[src/rtl/if_id_stage.sv]
// IF/ID pipeline register: pairs each instruction-SRAM read with its PC and
// holds the returned instruction across stalls, with fetch/stall counters.
module if_id_stage #(
   parameter int PC_W   = 32,
   parameter int INST_W = 32,
   parameter int CNT_W  = 32
) (
   input  logic              clk,
   input  logic              resetn,
   input  logic              stall,
   input  logic              flush,
   input  logic [PC_W-1:0]   if_pc,
   input  logic              if_ce,
   input  logic [INST_W-1:0] inst_sram_rdata,
   output logic              id_valid,
   output logic [PC_W-1:0]   id_pc,
   output logic [INST_W-1:0] id_inst,
   output logic [CNT_W-1:0]  perf_fetch_cnt,
   output logic [CNT_W-1:0]  perf_stall_cnt
);

   typedef enum logic [1:0] {
      EMPTY = 2'd0,
      LIVE  = 2'd1,
      HELD  = 2'd2
   } state_t;

   localparam logic [CNT_W-1:0] CNT_ONE = {{(CNT_W-1){1'b0}}, 1'b1};

   state_t            state;
   state_t            state_next;
   logic [PC_W-1:0]   req_pc;
   logic              req_v;
   logic [INST_W-1:0] hold_inst;
   logic [CNT_W-1:0]  fetch_cnt;
   logic [CNT_W-1:0]  stall_cnt;

   // LIVE moves to HELD on the first stall edge, while SRAM data is still good
   always_comb begin
      state_next = state;
      if (flush) begin
         state_next = EMPTY;
      end else if (!stall) begin
         state_next = if_ce ? LIVE : EMPTY;
      end else if (state == LIVE) begin
         state_next = HELD;
      end
   end

   always_ff @(posedge clk or negedge resetn) begin
      if (!resetn) begin
         state <= EMPTY;
      end else begin
         state <= state_next;
      end
   end

   always_ff @(posedge clk or negedge resetn) begin
      if (!resetn) begin
         req_pc <= '0;
         req_v  <= 1'b0;
      end else if (flush) begin
         req_v  <= 1'b0;
      end else if (!stall) begin
         req_pc <= if_pc;
         req_v  <= if_ce;
      end
   end

   always_ff @(posedge clk or negedge resetn) begin
      if (!resetn) begin
         hold_inst <= '0;
      end else if (!flush && stall && (state == LIVE)) begin
         hold_inst <= inst_sram_rdata;
      end
   end

   // Counters wrap naturally; a flush edge counts as neither fetch nor stall
   always_ff @(posedge clk or negedge resetn) begin
      if (!resetn) begin
         fetch_cnt <= '0;
         stall_cnt <= '0;
      end else if (req_v && !flush) begin
         if (stall) begin
            stall_cnt <= stall_cnt + CNT_ONE;
         end else begin
            fetch_cnt <= fetch_cnt + CNT_ONE;
         end
      end
   end

   always_comb begin
      id_inst = '0;
      unique case (state)
         LIVE:    id_inst = inst_sram_rdata;
         HELD:    id_inst = hold_inst;
         default: id_inst = '0;
      endcase
   end

   assign id_valid       = req_v;
   assign id_pc          = req_pc;
   assign perf_fetch_cnt = fetch_cnt;
   assign perf_stall_cnt = stall_cnt;

endmodule

[config.mk]
export PLATFORM = sky130hd
export DESIGN_NAME = if_id_stage
export DESIGN_NICKNAME = d
export VERILOG_FILES = /design/src/rtl/if_id_stage.sv
export SDC_FILE = /design/constraint.sdc
export NUM_CORES = 1
export LEC_CHECK = 0
export ABC_CLOCK_PERIOD_IN_PS = 2700
export CAP_MARGIN = 20
export CORE_ASPECT_RATIO = 1.75
export CORE_MARGIN = 1
export CORE_UTILIZATION = 47
export CTS_BUF_LIST = sky130_fd_sc_hd__clkbuf_4 sky130_fd_sc_hd__clkbuf_8
export DETAILED_ROUTE_END_ITERATION = 7
export GPL_ROUTABILITY_DRIVEN = 1
export HOLD_SLACK_MARGIN = 0.05
export PLACE_DENSITY_LB_ADDON = 0.25
export REMOVE_ABC_BUFFERS = 1
export SLEW_MARGIN = 20
export SYNTH_ARGS = -nofsm -noshare
export SYNTH_HDL_FRONTEND = slang
export SYNTH_SLANG_ARGS = --single-unit
[constraint.sdc]
create_clock -name clk -period 2.7 [get_ports clk]
set_input_delay 0.54 -clock clk [delete_from_list [all_inputs] [get_ports clk]]
set_output_delay 0.54 -clock clk [all_outputs]
set_load 0.01 [all_outputs]
; After elaboration in Yosys (flattened, before gate mapping)
; Index checks and enable logic that the tools add are counted.
[op_classes]
bitwise = 2
n_mux = 7
reduce_logical = 7
n_addsub = 2
eq_ne = 4
[ops]
columns = op, n
row1 = $add 32x1->32 const B, 2
row2 = $pmux 32 s2, 1
row3 = $mux 2, 3
row4 = $reduce_and 2->1, 3
row5 = $logic_and 1x1->1, 3
row6 = $mux 1, 3
row7 = $ne 3x1->1 const B, 1
row8 = $eq 2x1->1 const B, 1
row9 = $eq 2x2->1 const B, 1
row10 = $ne 2x1->1 const B, 1
row11 = $not 1->1, 2
row12 = $logic_not 1->1, 1
[totals]
inputBits = 69
ff_bits = 131
wordCells = 28
out_inout_bits = 129

; Logic depth before layout (Yosys ltp)
[depth]
word_depth = 4
mapped_depth = 6
ltp_nobuf = 5

; Worst setup path before layout
; No wires, ideal clock.
[synth_path]
path_type = input to register
from = input stall
to = register fetch_cnt[28] (netlist: perf_fetch_cnt[28])
path_buffers = 2
t_arrival_ns = 2.069
required_ns = 2.621
path_stages = 6
setup_ns = 0.079
path_slack_ns = 0.552
cell_sequence = or3b_1 -> buf_2 -> or4_4 -> buf_6 -> nor4_2 -> xor2_1
[synth_between]
elab_chain_cells = 2
[synth_rtl]
columns = element, line
row1 = from (decl), 10  ; input logic stall,
row2 = $not 1->1 (no line), n/a
row3 = $reduce_and 2->1 (no line), n/a
row4 = to (signal assigned), 87  ; fetch_cnt <= fetch_cnt + CNT_ONE;
row5 = to (decl), 35  ; logic [CNT_W-1:0] fetch_cnt;
; No other way between the ends.
; A chain may end at the register's enable or synchronous reset.

; Worst setup path in the final report
[layout_path]
from = register state[1]
to = output id_inst[28]
[layout_between]
elab_chain_cells = 2
elab_cells_between_ends = 3
cone_classes = eq/ne: 2 / mux: 1
[layout_rtl]
columns = element, line
row1 = from (decl), 30  ; state_t state;
row2 = from (signal assigned), 54  ; state <= state_next;
row3 = $eq 2x2->1 / $eq 2x1->1 (equally long branches), 94  ; unique case (state)
row4 = $pmux 32 s2 *, 94
row5 = to (decl), 17  ; output logic [INST_W-1:0] id_inst,
; Every way passes the cells marked *; elsewhere a longest branch is shown, timed or not.

==> results.yml <==
floorplan:
  coreArea_mm2: 0.01214
  die_w_um: 86.62
  dieHeight_um: 150.1
  ios: 198
  dieArea_mm2: 0.01300
  row_count: 53
  start_util: 0.4853
synth:
  ys_ff_latch: 131
  synth.avg_cell_area_um2: 12.09
  async_reset_ff_frac: 1.000
  synth_top_cells_by_area: "dfrtp_1 (56%), mux2_2 (13%), xnor2_1 (5.5%)"
  ys_warn_count: 0
  ys_types: 32
  seq_area_frac_synth: 0.5566
  synth_area_leader_cell: "dfrtp_1"
  synth.cell_area_mm2: 0.005889
  synth_edf_count: 0
  synth_flop_cell: "dfrtp_1"
  synth_top_area_share: 0.5566
  syn_inst: 487
setup_path:
  crit_buf_inv: 3
  critPathSlowestCell: "clkdlybuf4s50_1"
  critPathCaptureType: "output port"
  worstPathCellList: "inv_1, ha_4, buf_12, a22oi_1, nor2_1, clkdlybuf4s50_1"
  path_delay_family: "buffers and inverters"
  crit_type: "register to output port"
  max_stage_delay_ns: 0.57
  crit_path_start_kind: "register"
  cp_max_fo: 16
  cp.required_ns: 2.16
  arrival_ns: 2.09
placed_design:
  port_buffers: 197
  dp_slack_ns: -0.003191
  routabilityCongestion: 0.7745
  placed_area_mm2: 0.008149
  hpwl_mm: 10.38
clock_network:
  clk_latency_ns: 0.44
  numCtsBuffers: 17
  clk_pin_slew_ns: 0.08
  cts_tree: "built"
  cts_root_buffer: "clkbuf_8"
  cts_num_sinks: 131
  clock_path_buffers: 2
  htree_levels: 4
  hold_buffers: 0
cells_and_area:
  syn_to_final_growth_pct: 47.33
  layout-drive-gt1-share: 0.2003
  layout_common_cells: "clkdlybuf4s50_1 (176), dfrtp_1 (131), mux2_2 (66), nor2_1 (41), xnor2_1 (37)"
  layout_commonest_cell: "clkdlybuf4s50_1"
  finish.net_count: 774
  stdcell_area_mm2: 0.008677
  finish.utilization: 0.7150
  n_antenna_cell: 0
routing:
  routed_via_density: 5.267
  routedWlPerCell_um: 16.83
  ant_nets: 0
  drt_pre_antenna_iters: 4
  drt_iter0_drc: 117
  drc_errors: 0
  route.top_layer_used: "met4"
  drt-total-wl_mm: 14.79
  wl_met3_um: 792
  wl_met1_mm: 5.416
  vias: 4630
  dr_wl_met2_mm: 8.067
timing:
  worst_pin_slew_ns: 0.9279
  max_freq_mhz: 380.1
  fin_ws_ns: 0.06885
  slew_violations: 0
  rsz0062_at_grt: "false"
  finalSetupTns_ns: 0
  min_period_ns: 2.631
  setup_violations: 0
  skew_ns: 0.01165
  maxSlewHeadroom: 0.3814
  finalCritPeriodShare: 0.9745
  finalHoldViolCount: 0
power_and_ir_drop:
  ir_worst_vdd_uv: 537.1
  power.density_mw_per_mm2: 568.2
  p_seq_frac: 0.482
  power.switching_uw: 1273
  internal_power_uw: 3657
  power_leakage_uw: 0.003771
  comb_power_share: 0.173
  clkPwrFrac: 0.345
  p_sw_frac: 0.2582
status:
  status: "finished, final reports clean"
global_route:
  grt_max_degree: 68
  grt-ovfl-total: 0
  track_usage: 0.2336
  antenna_found_initial: 0
  grt_pass1_vias: 4918
  grt_pass1_wl_mm: 23.34
worst_hold_path:
  hold_path.class: "input port to asynchronous set/reset pin"
flow_run:
  cap_violations: 0
## synth_stat cells, drive strengths merged, types with 9 or more instances
master / number
inv: 15
nand3: 18
mux2: 66
nor3: 9
nor2: 46
xor2: 25
a22oi: 32
clkbuf: 16
nand2: 23
dfrtp: 131
nor4: 16
nand4: 17
xnor2: 37
## logic make-up after synthesis
logic type / Yosys count / share of synthesized area
AO/OA/AOI/OAI: 35 / 0.04377
XOR/XNOR: 62 / 0.09220
adder cells (fa/ha/maj): 4 / 0.008498
buffers and inverters: 37 / 0.02634
flip-flops: 131 / 0.5566
multiplexers: 66 / 0.1262
AND/OR/NAND/NOR: 152 / 0.1464
## what timing repair did
item                                    4_1_cts  5_1_grt
resized for setup                            20        9
endpoints found under the setup margin        8       17
pin swaps                                     0        0
buffers inserted                              2        0
cloned                                        1        1
## through the flow
step | hold WS [ns] | power [uW] | cells
final | 0.09725 | 4930 | 879
after global routing | 0.1338 | 5139 | 879
after CTS | 0.1039 | 4982 | 878
after detailed placement | 0.4652 | 3259 | 843
after global placement | 0.4626 | 3208 | 843
after floorplan | 0.2444 | 2733 | 465
## worst paths after layout
path / depth (start not counted) / slack (ns) / endpoint / from
max in group asynchronous: 2 / 1.80 / hold_inst[30] / resetn
min reg2reg: 1 / 0.47 / perf_fetch_cnt[31] / perf_fetch_cnt[31]
min in group clk: 1 / 0.47 / perf_fetch_cnt[31] / perf_fetch_cnt[31]
max: 6 / 0.07 / id_inst[28] / state[1]
max reg2reg: 4 / 0.57 / perf_fetch_cnt[31] / id_valid
min: 1 / 0.1 / perf_fetch_cnt[31] / resetn
## per-layer routing
metal  GRT usage  vias up
met1      0.2525     2303
met3     0.05350       40
li1            -     2143
met4      0.1325        0
met5           0        -
met2      0.4131      144
## power by group through the flow
stage | clock network, uW | registers, uW | logic (uW)
after detailed placement | 0 | 2410 | 847
after CTS | 1740 | 2380 | 864
after global placement | 0 | 2390 | 818
final | 1700 | 2380 | 853
after global routing | 1810 | 2410 | 922
after floorplan | 0 | 2430 | 300
## flip-flops by register name (all words and copies together), names as in the netlist
name            count
id_pc              32
state               2
perf_stall_cnt     32
perf_fetch_cnt     32
id_valid            1
hold_inst          32
## area by class of cell
type | count | area (um^2)
sequential | 131 | 3278
timing repair buffer | 217 | 2221
inverter | 15 | 56.30
fill | 914 | 3458
tap | 165 | 206.4
clock buffer | 21 | 289.0
clock inverter | 11 | 126.4
multi-input combinational | 319 | 2500
(Power assumes the default switching activity.)
